### config.mk
export PLATFORM = sky130hd
export DESIGN_NAME = sdram_cmd_arbiter_flat
export DESIGN_NICKNAME = d
export VERILOG_FILES = /design/src/rtl/sdram_cmd_arbiter_if.sv /design/src/rtl/sdram_cmd_arbiter.sv /design/src/flat_wrapper.sv
export SDC_FILE = /design/constraint.sdc
export NUM_CORES = 1
export LEC_CHECK = 0
export CAP_MARGIN = 20
export CORE_AREA = 4 4 44 46
export CTS_CLUSTER_SIZE = 20
export DETAILED_ROUTE_END_ITERATION = 7
export DIE_AREA = 0 0 48 50
export DONT_BUFFER_PORTS = 1
export PLACE_DENSITY = 0.79
export SLEW_MARGIN = 40
export SYNTH_ARGS = -nofsm -noshare
export SYNTH_HDL_FRONTEND = slang
export SYNTH_SLANG_ARGS = --single-unit
### constraint.sdc
create_clock -name clk -period 2.05 [get_ports clk]
set_clock_uncertainty 0.2 [all_clocks]
set_input_delay 0.3075 -clock clk [delete_from_list [all_inputs] [get_ports clk]]
set_output_delay 0.3075 -clock clk [all_outputs]
set_load 0.01 [all_outputs]
### src/rtl/sdram_cmd_arbiter_if.sv
// ============================================================================
// sdram_cmd_arbiter_if : engine request/grant and SDRAM command bus bundle
// Rev 1.0
// ============================================================================
`default_nettype none

interface sdram_cmd_arbiter_if #(
  parameter int ADDR_W = 13,
  parameter int BA_W   = 2
);
  logic              init_end;
  logic [3:0]        init_cmd;
  logic [BA_W-1:0]   init_ba;
  logic [ADDR_W-1:0] init_addr;
  logic              aref_req;
  logic              aref_end;
  logic [3:0]        aref_cmd;
  logic [BA_W-1:0]   aref_ba;
  logic [ADDR_W-1:0] aref_addr;
  logic              wr_req;
  logic              wr_end;
  logic [3:0]        wr_cmd;
  logic [BA_W-1:0]   wr_ba;
  logic [ADDR_W-1:0] wr_addr;
  logic              rd_req;
  logic              rd_end;
  logic [3:0]        rd_cmd;
  logic [BA_W-1:0]   rd_ba;
  logic [ADDR_W-1:0] rd_addr;
  logic              aref_en;
  logic              wr_en;
  logic              rd_en;
  logic [3:0]        sdram_cmd;
  logic [BA_W-1:0]   sdram_ba;
  logic [ADDR_W-1:0] sdram_addr;

  // Arbiter side
  modport slave (
    input  init_end, init_cmd, init_ba, init_addr,
    input  aref_req, aref_end, aref_cmd, aref_ba, aref_addr,
    input  wr_req, wr_end, wr_cmd, wr_ba, wr_addr,
    input  rd_req, rd_end, rd_cmd, rd_ba, rd_addr,
    output aref_en, wr_en, rd_en, sdram_cmd, sdram_ba, sdram_addr
  );

  // Engine / pin side
  modport master (
    output init_end, init_cmd, init_ba, init_addr,
    output aref_req, aref_end, aref_cmd, aref_ba, aref_addr,
    output wr_req, wr_end, wr_cmd, wr_ba, wr_addr,
    output rd_req, rd_end, rd_cmd, rd_ba, rd_addr,
    input  aref_en, wr_en, rd_en, sdram_cmd, sdram_ba, sdram_addr
  );
endinterface

`default_nettype wire

### src/rtl/sdram_cmd_arbiter.sv
// ============================================================================
// sdram_cmd_arbiter : grants the SDRAM command bus to init/refresh/write/read.
// Optional macro SDRAM_ARB_RR_EN: round-robin between write and read.
// Rev 1.0
// ============================================================================
`default_nettype none

module sdram_cmd_arbiter #(
  parameter int         ADDR_W  = 13,
  parameter int         BA_W    = 2,
  parameter logic [3:0] CMD_NOP = 4'b0111
) (
  input  wire logic             clk,
  input  wire logic             rst_n,
  sdram_cmd_arbiter_if.slave    bus
);

  typedef enum logic [2:0] {
    S_INIT  = 3'd0,
    S_IDLE  = 3'd1,
    S_AREF  = 3'd2,
    S_WRITE = 3'd3,
    S_READ  = 3'd4
  } state_t;

  state_t state_q, state_d;

  always_ff @(posedge clk or negedge rst_n) begin
    if (!rst_n) state_q <= S_INIT;
    else        state_q <= state_d;
  end

`ifdef SDRAM_ARB_RR_EN
  // 1 = read was the most recent burst granted
  logic last_rd_q, last_rd_d;

  always_ff @(posedge clk or negedge rst_n) begin
    if (!rst_n) last_rd_q <= 1'b1;
    else        last_rd_q <= last_rd_d;
  end
`endif

  always_comb begin
    state_d = state_q;
`ifdef SDRAM_ARB_RR_EN
    last_rd_d = last_rd_q;
`endif
    case (state_q)
      S_INIT:  if (bus.init_end) state_d = S_IDLE;
      S_IDLE: begin
        if (bus.aref_req) begin
          state_d = S_AREF;
        end else if (bus.wr_req && bus.rd_req) begin
`ifdef SDRAM_ARB_RR_EN
          state_d = last_rd_q ? S_WRITE : S_READ;
`else
          state_d = S_WRITE;
`endif
        end else if (bus.wr_req) begin
          state_d = S_WRITE;
        end else if (bus.rd_req) begin
          state_d = S_READ;
        end
      end
      S_AREF:  if (bus.aref_end) state_d = S_IDLE;
      S_WRITE: if (bus.wr_end)   state_d = S_IDLE;
      S_READ:  if (bus.rd_end)   state_d = S_IDLE;
      default: state_d = S_INIT;
    endcase
`ifdef SDRAM_ARB_RR_EN
    if (state_q == S_IDLE && state_d == S_WRITE) last_rd_d = 1'b0;
    if (state_q == S_IDLE && state_d == S_READ)  last_rd_d = 1'b1;
`endif
  end

  // Outputs decode the registered state only, so an async reset clears them at once
  always_comb begin
    bus.aref_en    = 1'b0;
    bus.wr_en      = 1'b0;
    bus.rd_en      = 1'b0;
    bus.sdram_cmd  = CMD_NOP;
    bus.sdram_ba   = '1;
    bus.sdram_addr = '1;
    case (state_q)
      S_INIT: begin
        bus.sdram_cmd  = bus.init_cmd;
        bus.sdram_ba   = bus.init_ba;
        bus.sdram_addr = bus.init_addr;
      end
      S_AREF: begin
        bus.aref_en    = 1'b1;
        bus.sdram_cmd  = bus.aref_cmd;
        bus.sdram_ba   = bus.aref_ba;
        bus.sdram_addr = bus.aref_addr;
      end
      S_WRITE: begin
        bus.wr_en      = 1'b1;
        bus.sdram_cmd  = bus.wr_cmd;
        bus.sdram_ba   = bus.wr_ba;
        bus.sdram_addr = bus.wr_addr;
      end
      S_READ: begin
        bus.rd_en      = 1'b1;
        bus.sdram_cmd  = bus.rd_cmd;
        bus.sdram_ba   = bus.rd_ba;
        bus.sdram_addr = bus.rd_addr;
      end
      default: ;
    endcase
  end

endmodule

`default_nettype wire

### src/flat_wrapper.sv
// flat-port wrapper written by rule: the top's interface ports become plain ports
module sdram_cmd_arbiter_flat 
#(
  parameter int         ADDR_W  = 13,
  parameter int         BA_W    = 2,
  parameter logic [3:0] CMD_NOP = 4'b0111
)
  (clk, rst_n, bus_init_end, bus_init_cmd, bus_init_ba, bus_init_addr, bus_aref_req, bus_aref_end, bus_aref_cmd, bus_aref_ba, bus_aref_addr, bus_wr_req, bus_wr_end, bus_wr_cmd, bus_wr_ba, bus_wr_addr, bus_rd_req, bus_rd_end, bus_rd_cmd, bus_rd_ba, bus_rd_addr, bus_aref_en, bus_wr_en, bus_rd_en, bus_sdram_cmd, bus_sdram_ba, bus_sdram_addr);
  sdram_cmd_arbiter_if #(.ADDR_W(ADDR_W), .BA_W(BA_W)) bus_i ();
  input  wire logic clk;
  input  wire logic rst_n;
  input wire logic [$bits(bus_i.init_end)-1:0] bus_init_end;
  input wire logic [$bits(bus_i.init_cmd)-1:0] bus_init_cmd;
  input wire logic [$bits(bus_i.init_ba)-1:0] bus_init_ba;
  input wire logic [$bits(bus_i.init_addr)-1:0] bus_init_addr;
  input wire logic [$bits(bus_i.aref_req)-1:0] bus_aref_req;
  input wire logic [$bits(bus_i.aref_end)-1:0] bus_aref_end;
  input wire logic [$bits(bus_i.aref_cmd)-1:0] bus_aref_cmd;
  input wire logic [$bits(bus_i.aref_ba)-1:0] bus_aref_ba;
  input wire logic [$bits(bus_i.aref_addr)-1:0] bus_aref_addr;
  input wire logic [$bits(bus_i.wr_req)-1:0] bus_wr_req;
  input wire logic [$bits(bus_i.wr_end)-1:0] bus_wr_end;
  input wire logic [$bits(bus_i.wr_cmd)-1:0] bus_wr_cmd;
  input wire logic [$bits(bus_i.wr_ba)-1:0] bus_wr_ba;
  input wire logic [$bits(bus_i.wr_addr)-1:0] bus_wr_addr;
  input wire logic [$bits(bus_i.rd_req)-1:0] bus_rd_req;
  input wire logic [$bits(bus_i.rd_end)-1:0] bus_rd_end;
  input wire logic [$bits(bus_i.rd_cmd)-1:0] bus_rd_cmd;
  input wire logic [$bits(bus_i.rd_ba)-1:0] bus_rd_ba;
  input wire logic [$bits(bus_i.rd_addr)-1:0] bus_rd_addr;
  output wire logic [$bits(bus_i.aref_en)-1:0] bus_aref_en;
  output wire logic [$bits(bus_i.wr_en)-1:0] bus_wr_en;
  output wire logic [$bits(bus_i.rd_en)-1:0] bus_rd_en;
  output wire logic [$bits(bus_i.sdram_cmd)-1:0] bus_sdram_cmd;
  output wire logic [$bits(bus_i.sdram_ba)-1:0] bus_sdram_ba;
  output wire logic [$bits(bus_i.sdram_addr)-1:0] bus_sdram_addr;
  assign bus_i.init_end = bus_init_end;
  assign bus_i.init_cmd = bus_init_cmd;
  assign bus_i.init_ba = bus_init_ba;
  assign bus_i.init_addr = bus_init_addr;
  assign bus_i.aref_req = bus_aref_req;
  assign bus_i.aref_end = bus_aref_end;
  assign bus_i.aref_cmd = bus_aref_cmd;
  assign bus_i.aref_ba = bus_aref_ba;
  assign bus_i.aref_addr = bus_aref_addr;
  assign bus_i.wr_req = bus_wr_req;
  assign bus_i.wr_end = bus_wr_end;
  assign bus_i.wr_cmd = bus_wr_cmd;
  assign bus_i.wr_ba = bus_wr_ba;
  assign bus_i.wr_addr = bus_wr_addr;
  assign bus_i.rd_req = bus_rd_req;
  assign bus_i.rd_end = bus_rd_end;
  assign bus_i.rd_cmd = bus_rd_cmd;
  assign bus_i.rd_ba = bus_rd_ba;
  assign bus_i.rd_addr = bus_rd_addr;
  assign bus_aref_en = bus_i.aref_en;
  assign bus_wr_en = bus_i.wr_en;
  assign bus_rd_en = bus_i.rd_en;
  assign bus_sdram_cmd = bus_i.sdram_cmd;
  assign bus_sdram_ba = bus_i.sdram_ba;
  assign bus_sdram_addr = bus_i.sdram_addr;
  sdram_cmd_arbiter #(.ADDR_W(ADDR_W), .BA_W(BA_W), .CMD_NOP(CMD_NOP)) u_core (.clk(clk), .rst_n(rst_n), .bus(bus_i));
endmodule
==> results of run 1 <==
cell usage after synthesis (2+ instances only):
master / count
or2_2: 2
nor2b_1: 14
mux2_2: 5
inv_1: 4
nor3_1: 5
mux2i_1: 2
o22ai_1: 10
nor2_1: 20
buf_2: 5
dfrtp_1: 3
o22ai_2: 9
a21oi_1: 2
nand2_1: 2
clkbuf_1: 4
a211oi_1: 13
cell type report:
cell class	instances	share of cell area (%)
Multi-Input combinational cell	95	72.80
Timing Repair Buffer	15	12.90
Sequential cell	3	8.046
Clock buffer	4	2.682
Tap cell	16	2.043
Inverter	4	1.533
routing by layer:
metal	vias to the layer above	GRT usage, %	share of wire (%)
met5	-	0	0
met4	0	7.623	0.72
met3	4	5.091	12
met2	60	36.34	54
met1	396	20.04	34
li1	433	-	-
repair_timing:
item | in CTS | in global routing
hold buffers | 1 | 0
setup buffers | 0 | 5
cloned | 0 | 0
resized for setup | 3 | 18
endpoints found under the setup margin | 6 | 19
hold endpoints to repair | 3 | 0
logic make-up (layout without fill, tap and decap cells):
family	after synthesis	after routing	synth area share [%]
AO/OA/AOI/OAI	39	39	40.09
buffers and inverters	16	23	9.596
flip-flops	3	3	9.288
multiplexers	7	7	9.442
AND/OR/NAND/NOR	49	49	31.58
worst max-delay path by stage:
stage / from / to / slack [ns] / depth (start not counted)
finish: u_core.state_q[0] / bus_sdram_cmd[1] / 0.06 / 4
global route: u_core.state_q[0] / bus_sdram_addr[6] / -0.007 / 4
CTS: u_core.state_q[0] / bus_sdram_addr[4] / 0.0001 / 4
detailed placement: u_core.state_q[0] / bus_sdram_addr[4] / 0.24 / 4
global placement: u_core.state_q[0] / bus_sdram_addr[3] / 0.25 / 3
floorplan: u_core.state_q[2] / bus_sdram_addr[10] / 0.24 / 6
worst max-delay path, cell delays in order (launching register included):
cell and delay, ns:
dfrtp_2 0.43, or3b_1 0.41, buf_8 0.17, o22ai_2 0.17, nor2_2 0.07
power breakdown:
part	leakage, nW	switching (mW)	internal [mW]	total [mW]
clock	0.0150	0.0320	0.0730	0.105
sequential	0.0338	0.0385	0.0868	0.125
combinational	0.304	0.643	0.509	1.15
total	0.353	0.713	0.669	1.38
==> results_dict.tcl, run 1 <==
set metrics [dict create \
    final_nets 207 \
    clk_path_buf_depth 2 \
    ys_seq_elements 3 \
    timing.rr.start "u_core.state_q[0]" \
    min_to "u_core.state_q[1]" \
    rows 14 \
    start_kind "flop" \
    rsz0062_at_grt "true" \
    gp_congestion 0.7130 \
    slew_headroom_pct 80.52 \
    netlist_area_sq_um 808.3 \
    hpwl_um 2144 \
    root_buffer "clkbuf_4" \
    synth_nets 199 \
    status "finished clean" \
    dp_slack_ns 0.2381 \
    async_reset_ff_share_pct 100.0 \
    setup_viol_count_final 0 \
    crit_path_max_fanout 14 \
    yosys_warnings 0 \
    die_h_um 50 \
    seq_area_sq_um 78.83 \
    totalWireLength_um 2640 \
    worstHoldStart "bus_aref_end" \
    rrSetupSlack_ns 0.45 \
    final-hold-violation-count 0 \
    drt_pre_antenna_iters 4 \
    ys.flop_type "dfrtp_1" \
    cts_max_level 1 \
    dieArea_sq_mm 0.002400 \
    grt_pass1_vias 902 \
    crit_required_ns 1.54 \
    yosys.area.top_type "o22ai_2" \
    fill_cells 129 \
    power_density_mw_per_mm2 1410 \
    worst_slew_pin_slew_ns 0.2885 \
    total_power_mw 1.382 \
    grt-ovfl-total 0 \
    worst_r2r_endpoint "u_core.state_q[1]" \
    layout-drive-gt1-share_pct 42.15 \
    p_leak_nw 0.3527 \
    start_util_pct 53.65 \
    path_clk_slew_ns 0.04 \
    synthCells 114 \
    die_width_um 48 \
    drv_slew 0 \
    synth-edff-count 0 \
    fin_area_sq_um 979.7 \
    place_area_sq_um 833.3 \
    yosys-top-cells-area "o22ai_2 14%, a211oi_1 12%, nor2b_1 11%" \
    via_per_inst 6.518 \
    top_register "u_core.state_q" \
    finalSetupTns_ns 0 \
    drtIter0Drc 8 \
    grt_max_degree 17 \
    multiInputGateArea_sq_um 713.2 \
    grt_pass1_wl_um 3643 \
    timing.max_cap.violations 0 \
    num_antenna_cells 0 \
    post-route-util_pct 65.03 \
    largest_reg_flops 3 \
    dp_cells 127 \
    ys_types 29 \
    synthToLayoutAreaGrowth_pct 21.21 \
    antenna_found_initial 0 \
    hold_class "input pin to flop" \
    vias 893 \
    final_common_cell "nor2b_1" \
    top_regs "u_core.state_q x3" \
    path_class "flop to primary output" \
    hold_ws_ns 0.05670 \
    clock_latency_ns 0.23 \
    fin_crit_sh_pct 97.06 \
    ir_drop_v 0.0008240 \
    seq_area_frac_synth_pct 9.288 \
    ff2ff_path_depth 4 \
    final_cell_mix "14 x nor2b_1, 13 x a211oi_1, 13 x o22ai_2" \
    syn_avg_cell_area_sq_um 7.090 \
    port_buffers 0 \
    worstHoldPathCells 2 \
    cts-buffers-inserted 3 \
    track_usage_pct 19.92 \
    cts_tree "done" \
    core_area_sq_mm 0.001506 \
    drc 0 \
    clock_sinks 3 \
    critPathArrivalTime_ns 1.48 \
    wl_per_cell_um 19.27 \
    post-synth-top-area-fraction_pct 13.93 \
    max_freq_ghz 0.5026 \
    layout_min_cycle_time_ns 1.990 \
    detail-route-antenna-nets 0 \
    fin_ws_ns 0.06035 \
    crit_path_end_kind "primary output" \
    fin_cells 137 \
    io_pins 107 \
]
No activity file was read; power rests on OpenSTA's default activity.
==> inputs of run 2 (changes only) <==
Settings changed: CORE_AREA 4 4 44 46 to 2 2 42 44, DIE_AREA 0 0 48 50 to 0 0 44 46.
==> run 2 against run 1 <==
- combinational power decreased by 11%
- global-route usage down 2.3 points
- largest cell class unchanged
- total power down 12%
==> results_dict.tcl, run 2 (synthesis gave the netlist of run 1 again) <==
set metrics [dict create \
    status "finished clean" \
    slew_headroom_pct 80.13 \
    finalSetupTns_ns 0 \
    io_pins 107 \
    slowest_delay_ns 0.38 \
    worst_slew_pin_slew_ns 0.2938 \
    cts-buffers-inserted 3 \
    final-hold-violation-count 0 \
    top_regs "u_core.state_q x3" \
    start_kind "flop" \
    ir_drop_v 0.0006178 \
    clock_sinks 3 \
    totalWireLength_um 2354 \
    final_nets 202 \
    top_register "u_core.state_q" \
    critPathArrivalTime_ns 1.47 \
    power_density_mw_per_mm2 1372 \
    final_cell_mix "20 x nor2_1, 14 x nor2b_1, 12 x a211oi_1" \
    start_util_pct 50.08 \
    cts_max_level 1 \
    post-route-util_pct 55.12 \
    synthToLayoutAreaGrowth_pct 10.06 \
    wl_met2_um 1228 \
    port_buffers 0 \
    path_clk_slew_ns 0.04 \
    layout_min_cycle_time_ns 1.973 \
    setup_viol_count_final 0 \
    via_per_inst 6.594 \
    die_width_um 44 \
    crit_required_ns 1.54 \
    cts_tree "done" \
    dp_cells 128 \
    num_antenna_cells 0 \
    root_buffer "clkbuf_4" \
    crit_chain "buf_4 > or2_2 > o32ai_2 > a21o_1" \
    hpwl_um 1862 \
    clock_latency_ns 0.23 \
    crit_family "flip-flops" \
    wl_met3_um 290 \
    crit_path_max_fanout 13 \
    dieArea_sq_mm 0.002024 \
    grt_max_degree 16 \
    grt_pass1_wl_um 2718 \
    hold_class "input pin to flop" \
    gp_congestion 0.6753 \
    grt_pass1_vias 685 \
    rows 15 \
    core_area_sq_mm 0.001614 \
    drc 0 \
    post_cts_buffers 0 \
    fin_crit_sh_pct 96.25 \
    clk_path_buf_depth 2 \
    crit_path_end_kind "primary output" \
    drv_slew 0 \
    largest_reg_flops 3 \
    fin_cells 133 \
    grt-ovfl-total 0 \
    antenna_found_initial 0 \
    crit_slowest_cell "dfrtp_1" \
    track_usage_pct 17.58 \
    die_h_um 46 \
    detail-route-antenna-nets 0 \
    layout-drive-gt1-share_pct 27.59 \
    wl_per_cell_um 17.70 \
    drtIter0Drc 6 \
    vias 877 \
    rsz0062_at_grt "false" \
    final_common_cell "nor2_1" \
    crit_buf_inv 1 \
    p_leak_nw 0.3181 \
    wl_met1_um 835 \
    drt_pre_antenna_iters 5 \
    fill_cells 176 \
    highest_layer "met3" \
    max_freq_ghz 0.5068 \
    path_class "flop to primary output" \
    timing.max_cap.violations 0 \
]
run 2: cell types whose count changed in the layout (fill, tap and decap cells not counted), sizes merged:
cell,delta
buf,-5
run 2: final timing paths:
check / start / end / slack, ns / cells after the start
max: u_core.state_q[0] / bus_sdram_cmd[3] / 0.08 / 4
min: bus_aref_end / u_core.state_q[1] / 0.07 / 2
max reg2reg: u_core.state_q[0] / u_core.state_q[1] / 0.59 / 3
min reg2reg: u_core.state_q[2] / u_core.state_q[1] / 0.44 / 2
max in group asynchronous: rst_n / u_core.state_q[2] / 1.37 / 1
min in group asynchronous: rst_n / u_core.state_q[0] / 0.13 / 1
run 2: through the flow:
step	instance area [sq um]	hold slack [ns]	power [mW]	worst slack (ns)
2_1_floorplan	808.3	-0.1881	0.9414	0.2398
3_3_place_gp	834.6	-0.1880	1.051	0.3270
3_5_place_dp	834.6	-0.1880	1.082	0.3181
4_1_cts	870.8	0.06132	1.190	0.06886
5_1_grt	889.6	0.06033	1.312	0.002418
6_report	889.6	0.06589	1.221	0.07694
run 2: layout make-up:
type	instances	area, sq um	share of cell area [%]
Timing Repair Buffer	10	81.33	9.142
Tap cell	17	21.27	2.391
Inverter	4	15.01	1.688
Sequential cell	3	75.07	8.439
Clock buffer	4	26.28	2.954
Multi-Input combinational cell	95	670.6	75.39
run 2: repair_timing:
item,4_1_cts,5_1_grt
hold buffers,1,0
setup endpoints to repair,0,3
hold endpoints to repair,3,0
resized for setup,0,4
run 2: routing by layer:
| layer | GRT usage, % | up-vias |
|---|---|---|
| met2 | 32.94 | 61 |
| met3 | 2.778 | 0 |
| li1 | - | 430 |
| met4 | 3.636 | 0 |
| met5 | 0 | - |
| met1 | 20.94 | 386 |
run 2: report_power, final:
part           total (mW)  switching [mW]  internal [mW]
Sequential          0.101          0.0189         0.0824
Clock               0.101          0.0279         0.0728
Combinational        1.02           0.608          0.410
Total                1.22           0.655          0.565
